$ cat src/rtl/vgafill_if.sv
// Command and video-memory port bundle of the rectangle-fill engine.
// The fill engine takes the master view. The CPU register block and the memory take the slave view.
// No storage. The engine never stalls the CPU: starts that arrive while it is busy are dropped.
interface vgafill_if;
    logic [9:0]  cmd_x;
    logic [8:0]  cmd_y;
    logic [9:0]  cmd_w;
    logic [8:0]  cmd_h;
    logic [3:0]  cmd_colour;
    logic        cmd_start;
    logic        busy;
    logic        done;
    logic [19:0] vmem_addr;
    logic        vmem_re;
    logic [7:0]  vmem_rdata;
    logic        vmem_we;
    logic [7:0]  vmem_wdata;

    modport master (
        input  cmd_x, cmd_y, cmd_w, cmd_h, cmd_colour, cmd_start, vmem_rdata,
        output busy, done, vmem_addr, vmem_re, vmem_we, vmem_wdata
    );

    modport slave (
        output cmd_x, cmd_y, cmd_w, cmd_h, cmd_colour, cmd_start, vmem_rdata,
        input  busy, done, vmem_addr, vmem_re, vmem_we, vmem_wdata
    );
endinterface

$ cat src/rtl/vgafill.sv
// Fills a rectangle in the 4-bit packed framebuffer. Edge bytes are read-modify-written.
// Latency: SETUP + per row (ROW + 1 per full byte + 3 per edge byte) + DONE. An empty command takes 2 cycles.
// Backpressure: none. A cmd_start while busy or in DONE is dropped. The memory port never stalls.
module vgafill #(
    parameter int HRES = 640,
    parameter int VRES = 480,
    parameter int BPL  = 320
) (
    input  logic      clk,
    input  logic      rst,
    vgafill_if.master bus
);
    localparam logic [10:0] HRES_W = 11'(HRES);
    localparam logic [9:0]  VRES_W = 10'(VRES);
    localparam logic [19:0] BPL_W  = 20'(BPL);

    typedef enum logic [2:0] {IDLE, SETUP, ROW, FULL, RD, RWAIT, MERGE, DONE} state_t;
    state_t state, state_nx;

    logic [9:0]  x_q, w_q;
    logic [8:0]  y_q, h_q;
    logic [3:0]  c_q;
    logic [10:0] x_end, x_end_nx, cur_x, cur_x_nx, x_sum;
    logic [9:0]  y_end, y_end_nx, cur_y, cur_y_nx, y_sum;
    logic [19:0] row_base, row_base_nx, cur_addr, addr_r, addr_nx;
    logic [7:0]  wdata_r, wdata_nx;
    logic        we_r, we_nx, re_r, re_nx, busy_r, done_r;
    logic        latch, advance, empty;

    assign x_sum    = {1'b0, x_q} + {1'b0, w_q};
    assign y_sum    = {1'b0, y_q} + {1'b0, h_q};
    assign empty    = (w_q == '0) || (h_q == '0) || ({1'b0, x_q} >= HRES_W) || ({1'b0, y_q} >= VRES_W);
    assign cur_addr = row_base + 20'(cur_x[10:1]);

    // A whole byte can be written blind only if it starts on an even pixel and both pixels are inside the rectangle.
    function automatic state_t step_state(logic [10:0] x, logic [10:0] xe);
        return (!x[0] && ((xe - x) >= 11'd2)) ? FULL : RD;
    endfunction

    always_ff @(posedge clk or negedge rst) begin
        if (!rst) state <= IDLE;
        else      state <= state_nx;
    end

    always_comb begin
        state_nx    = state;
        x_end_nx    = x_end;
        y_end_nx    = y_end;
        cur_x_nx    = cur_x;
        cur_y_nx    = cur_y;
        row_base_nx = row_base;
        addr_nx     = addr_r;
        wdata_nx    = wdata_r;
        we_nx       = 1'b0;
        re_nx       = 1'b0;
        latch       = 1'b0;
        advance     = 1'b0;
        case (state)
            IDLE: begin
                if (bus.cmd_start) begin
                    latch    = 1'b1;
                    state_nx = SETUP;
                end
            end
            SETUP: begin
                x_end_nx    = (x_sum > HRES_W) ? HRES_W : x_sum;
                y_end_nx    = (y_sum > VRES_W) ? VRES_W : y_sum;
                cur_y_nx    = {1'b0, y_q};
                row_base_nx = (20'(y_q) << 8) + (20'(y_q) << 6);
                state_nx    = empty ? DONE : ROW;
            end
            ROW: begin
                cur_x_nx = {1'b0, x_q};
                state_nx = step_state(cur_x_nx, x_end);
            end
            FULL: begin
                we_nx    = 1'b1;
                addr_nx  = cur_addr;
                wdata_nx = {c_q, c_q};
                cur_x_nx = cur_x + 11'd2;
                advance  = 1'b1;
            end
            RD: begin
                re_nx    = 1'b1;
                addr_nx  = cur_addr;
                state_nx = RWAIT;
            end
            RWAIT: state_nx = MERGE;
            MERGE: begin
                we_nx    = 1'b1;
                addr_nx  = cur_addr;
                wdata_nx = cur_x[0] ? {bus.vmem_rdata[7:4], c_q} : {c_q, bus.vmem_rdata[3:0]};
                cur_x_nx = cur_x + 11'd1;
                advance  = 1'b1;
            end
            DONE:    state_nx = IDLE;
            default: state_nx = IDLE;
        endcase
        // The end-of-row step is folded into the byte that reaches x_end.
        if (advance) begin
            if (cur_x_nx == x_end) begin
                cur_y_nx    = cur_y + 10'd1;
                row_base_nx = row_base + BPL_W;
                state_nx    = (cur_y_nx == y_end) ? DONE : ROW;
            end else begin
                state_nx = step_state(cur_x_nx, x_end);
            end
        end
    end

    always_ff @(posedge clk or negedge rst) begin
        if (!rst) begin
            x_q      <= '0;
            y_q      <= '0;
            w_q      <= '0;
            h_q      <= '0;
            c_q      <= '0;
            x_end    <= '0;
            y_end    <= '0;
            cur_x    <= '0;
            cur_y    <= '0;
            row_base <= '0;
            addr_r   <= '0;
            wdata_r  <= '0;
            we_r     <= 1'b0;
            re_r     <= 1'b0;
            busy_r   <= 1'b0;
            done_r   <= 1'b0;
        end else begin
            if (latch) begin
                x_q <= bus.cmd_x;
                y_q <= bus.cmd_y;
                w_q <= bus.cmd_w;
                h_q <= bus.cmd_h;
                c_q <= bus.cmd_colour;
            end
            x_end    <= x_end_nx;
            y_end    <= y_end_nx;
            cur_x    <= cur_x_nx;
            cur_y    <= cur_y_nx;
            row_base <= row_base_nx;
            addr_r   <= addr_nx;
            wdata_r  <= wdata_nx;
            we_r     <= we_nx;
            re_r     <= re_nx;
            busy_r   <= (state_nx != IDLE) && (state_nx != DONE);
            done_r   <= (state_nx == DONE);
        end
    end

    assign bus.busy       = busy_r;
    assign bus.done       = done_r;
    assign bus.vmem_addr  = addr_r;
    assign bus.vmem_wdata = wdata_r;
    assign bus.vmem_we    = we_r;
    assign bus.vmem_re    = re_r;
endmodule

$ cat src/flat_wrapper.sv
// flat-port wrapper written by rule: the top's interface ports become plain ports
module vgafill_flat 
#(
    parameter int HRES = 640,
    parameter int VRES = 480,
    parameter int BPL  = 320
)
  (clk, rst, bus_cmd_x, bus_cmd_y, bus_cmd_w, bus_cmd_h, bus_cmd_colour, bus_cmd_start, bus_vmem_rdata, bus_busy, bus_done, bus_vmem_addr, bus_vmem_re, bus_vmem_we, bus_vmem_wdata);
  vgafill_if bus_i ();
  input  logic clk;
  input  logic rst;
  input wire logic [$bits(bus_i.cmd_x)-1:0] bus_cmd_x;
  input wire logic [$bits(bus_i.cmd_y)-1:0] bus_cmd_y;
  input wire logic [$bits(bus_i.cmd_w)-1:0] bus_cmd_w;
  input wire logic [$bits(bus_i.cmd_h)-1:0] bus_cmd_h;
  input wire logic [$bits(bus_i.cmd_colour)-1:0] bus_cmd_colour;
  input wire logic [$bits(bus_i.cmd_start)-1:0] bus_cmd_start;
  input wire logic [$bits(bus_i.vmem_rdata)-1:0] bus_vmem_rdata;
  output wire logic [$bits(bus_i.busy)-1:0] bus_busy;
  output wire logic [$bits(bus_i.done)-1:0] bus_done;
  output wire logic [$bits(bus_i.vmem_addr)-1:0] bus_vmem_addr;
  output wire logic [$bits(bus_i.vmem_re)-1:0] bus_vmem_re;
  output wire logic [$bits(bus_i.vmem_we)-1:0] bus_vmem_we;
  output wire logic [$bits(bus_i.vmem_wdata)-1:0] bus_vmem_wdata;
  assign bus_i.cmd_x = bus_cmd_x;
  assign bus_i.cmd_y = bus_cmd_y;
  assign bus_i.cmd_w = bus_cmd_w;
  assign bus_i.cmd_h = bus_cmd_h;
  assign bus_i.cmd_colour = bus_cmd_colour;
  assign bus_i.cmd_start = bus_cmd_start;
  assign bus_i.vmem_rdata = bus_vmem_rdata;
  assign bus_busy = bus_i.busy;
  assign bus_done = bus_i.done;
  assign bus_vmem_addr = bus_i.vmem_addr;
  assign bus_vmem_re = bus_i.vmem_re;
  assign bus_vmem_we = bus_i.vmem_we;
  assign bus_vmem_wdata = bus_i.vmem_wdata;
  vgafill #(.HRES(HRES), .VRES(VRES), .BPL(BPL)) u_core (.clk(clk), .rst(rst), .bus(bus_i));
endmodule
$ cat config.mk
export PLATFORM = sky130hd
export DESIGN_NAME = vgafill_flat
export DESIGN_NICKNAME = d
export VERILOG_FILES = /design/src/rtl/vgafill_if.sv /design/src/rtl/vgafill.sv /design/src/flat_wrapper.sv
export SDC_FILE = /design/constraint.sdc
export NUM_CORES = 1
export LEC_CHECK = 0
export CAP_MARGIN = 40
export CORE_MARGIN = 2
export CORE_UTILIZATION = 45
export CTS_BUF_LIST = sky130_fd_sc_hd__clkbuf_8
export CTS_CLUSTER_DIAMETER = 100
export DETAILED_ROUTE_END_ITERATION = 6
export DONT_BUFFER_PORTS = 1
export GPL_TIMING_DRIVEN = 1
export PLACE_DENSITY_LB_ADDON = 0.08
export SETUP_SLACK_MARGIN = 0.05
export SKIP_CTS_REPAIR_TIMING = 1
export SYNTH_ARGS = -nofsm -noshare
export SYNTH_HDL_FRONTEND = slang
export SYNTH_SLANG_ARGS = --single-unit
$ cat constraint.sdc
create_clock -name clk -period 9.9 [get_ports clk]
set_input_delay 1.98 -clock clk [delete_from_list [all_inputs] [get_ports clk]]
set_output_delay 1.98 -clock clk [all_outputs]
set_load 0.05 [all_outputs]
==> run summary <==
synth warn: 0
global-route wire length before repair: 36800 um
initial drt markers: 406
Unique masters post-synth: 70
maximum VDD drop: 202 uV
I/O pin total: 85
Main synth FF type: dfrtp_1
CP startpoint kind: register
leakage: 4.26 nW
Via-to-Cell Ratio: 5.65
synthesized area per cell: 9.19 sq um
Synth area leader: dfrtp_1
clk buf depth: 2
Synth top cells by count: 139 x dfrtp_1, 97 x o21ai_0, 95 x nand2_1
Clock power frac: 13.2%
total power: 0.00391 W
Synth Cell Area: 9020 sq um
Max FO, Critical Path: 27
IO Port Bufs: 0
global route total overflow: 0
H-tree depth: 4
DRT Wirelength: 21900 um
Die X: 146 um
Filler cells: 1903
main area contributors after synthesis: dfrtp_1 39%, ha_1 8.3%, o21ai_0 5.4%
Worst Clk Skew: 16.4 ps
internal cell power: 0.00203 W
crit path kind: register to register
drt first pass iters: 5
PD cells: 403 nW/um^2
number of synthesized flops with an enable pin: 0
Setup TNS: 0 ps
total CTS buffers: 17
Finished Layout Cells: 1249
layout cells sized above 1: 9.65%
Slew @ Worst Pin: 790 ps
HPWL after DPL: 15900 um
Syn Inst Count: 982
wire per inst: 17.5 um
CP Data Required Time: 10240 ps
sw frac: 47.9%
ant diodes: 0
Final ANT Viol Nets: 0
DRC: 0
RSZ-0062 raised after global routing: false
CTS tree: yes
most frequent cell after synthesis: dfrtp_1
sequential share of the synthesized area: 38.6%
CTS sink count: 139
Root Driver: clkbuf_8
period utilisation layout: 50.1%
Syn Nets: 1101
Hold Path Class: register to register
Tot GR Track Use: 21.6%
Hold WS: 504 ps
status: finished, final reports clean
DR vias: 7062
pin count of the biggest net entering global routing: 140
Clock Latency Late Sink: 450 ps
sw power: 0.00187 W
Initial Utilization: 46.0%
Final Net Count: 1092
critical path endpoint category: register
Die Span Y: 146 um
final setup violation count: 0
sequential power share: 34.6%
crit path DAT: 5300 ps
asr flop ratio synth: 100%
# Max-Cap Violations: 0
final slew viol count: 0
placed insts: 1219
fmax: 0.201 GHz
core box area: 19600 sq um
vias in the first global route: 7016
fin crit period: 4960 ps
worst rel slew slack: 47.3%
Logic pwr share: 52.2%
Yosys reg bits: 139
Final Hold Vio Count: 0
clock-pin slew of the registers on the worst-case setup and hold paths: 80 ps
Die ar.: 21200 sq um
area growth from synthesis to layout: 7.50%
Rows: 51
gp weighted congestion: 0.866
top cell type's share of synthesized area: 38.6%
initial antenna violation count: 0
[metrics by stage]
stage | area (sq um) | utilization, % | worst slack, ps
CTS | 9700 | 49.5 | 4930
floorplan | 9020 | - | 5430
finish | 9700 | 49.5 | 4940
global route | 9700 | 49.5 | 4500
detailed placement | 9270 | 47.3 | 4950
global placement | 9270 | 47.3 | 5000
[worst paths after layout]
check                                               startpoint                              endpoint  slack [ps]  depth (start not counted)
worst max-delay path                 u_core.state[2]$_DFF_PN0_             u_core.bus.busy$_DFF_PN0_        4940                         17
worst min-delay path            u_core.row_base[3]$_DFFE_PN0P_        u_core.row_base[3]$_DFFE_PN0P_         500                          1
worst max register to register       u_core.state[2]$_DFF_PN0_             u_core.bus.busy$_DFF_PN0_        4940                         17
worst min register to register  u_core.row_base[3]$_DFFE_PN0P_        u_core.row_base[3]$_DFFE_PN0P_         500                          1
max in group asynchronous                                  rst           u_core.x_end[4]$_DFFE_PN0P_        8480                          0
min in group asynchronous                                  rst  u_core.bus.vmem_addr[13]$_DFFE_PN0P_        1210                          0
[logic make-up after synthesis]
logic type,after synthesis,share of synthesized area [%]
fa+ha+maj,66,9.65
compound gates,273,19.8
flops,139,38.6
mux,47,5.67
simple gates,315,17.2
xor+xnor,55,5.34
buf+inv,87,3.75
[cells in the final DEF (no fill, tap or decap), drive strengths merged, types with 12 or more instances in the layout]
cell type	instances
nand3	27
inv	54
ha	60
nor2b	13
nand2b	14
and2	14
mux2	33
a21oi	58
nand2	95
a21o	12
mux2i	14
xor2	18
dfrtp	139
clkbuf	19
xnor2	37
nor3	19
a22o	13
o21ai	97
nor2	76
[power by group through the flow]
stage | clock (W) | sequential [W] | combinational [W]
detailed placement | 0 | 0.00136 | 0.00204
floorplan | 0 | 0.00120 | 0.00171
CTS | 0.000531 | 0.00135 | 0.00206
global route | 0.000558 | 0.00140 | 0.00233
finish | 0.000516 | 0.00135 | 0.00204
global placement | 0 | 0.00136 | 0.00203
[sequential cells by signal, summed over array words and instances, names as in the netlist, 10 cells and up]
name and count:
u_core.bus.vmem_addr 20, u_core.cur_x 11, u_core.cur_y 10, u_core.row_base 20, u_core.w_q 10, u_core.x_end 11
u_core.x_q 10, u_core.y_end 10
[layout make-up]
| cell class | instances | area, sq um | share of cell area (%) |
|---|---|---|---|
| multi-input combinational | 756 | 5210 | 53.7 |
| sequential | 139 | 3480 | 35.9 |
| tap | 265 | 332 | 3.42 |
| clock buffer | 19 | 262 | 2.70 |
| inverter | 52 | 195 | 2.01 |
| clock inverter | 11 | 170 | 1.75 |
| timing repair buffer | 7 | 52.6 | 0.542 |
[critical path, stage by stage (launching register included)]
cell	delay, ps
dfrtp_1	860
or2b_1	200
o21ai_0	80
a21oi_1	290
nor2_1	80
nor2_1	90
o21ai_0	120
and2_1	200
ha_1	350
o21a_1	130
o21a_1	160
o22ai_1	360
nor2b_4	60
a2111o_1	430
a2111oi_2	470
a21oi_1	170
or4_1	520
mux2_2	270
[per-layer routing]
| layer | vias to the layer above | wire (um) | GRT usage (%) |
|---|---|---|---|
| li1 | 3525 | - | - |
| met1 | 3366 | 10900 | 30.9 |
| met2 | 149 | 9660 | 33.5 |
| met3 | 22 | 1060 | 4.29 |
| met4 | 0 | 282 | 5.83 |
| met5 | - | 0 | 0 |
Note: power is estimated with default switching activity, not from simulation.
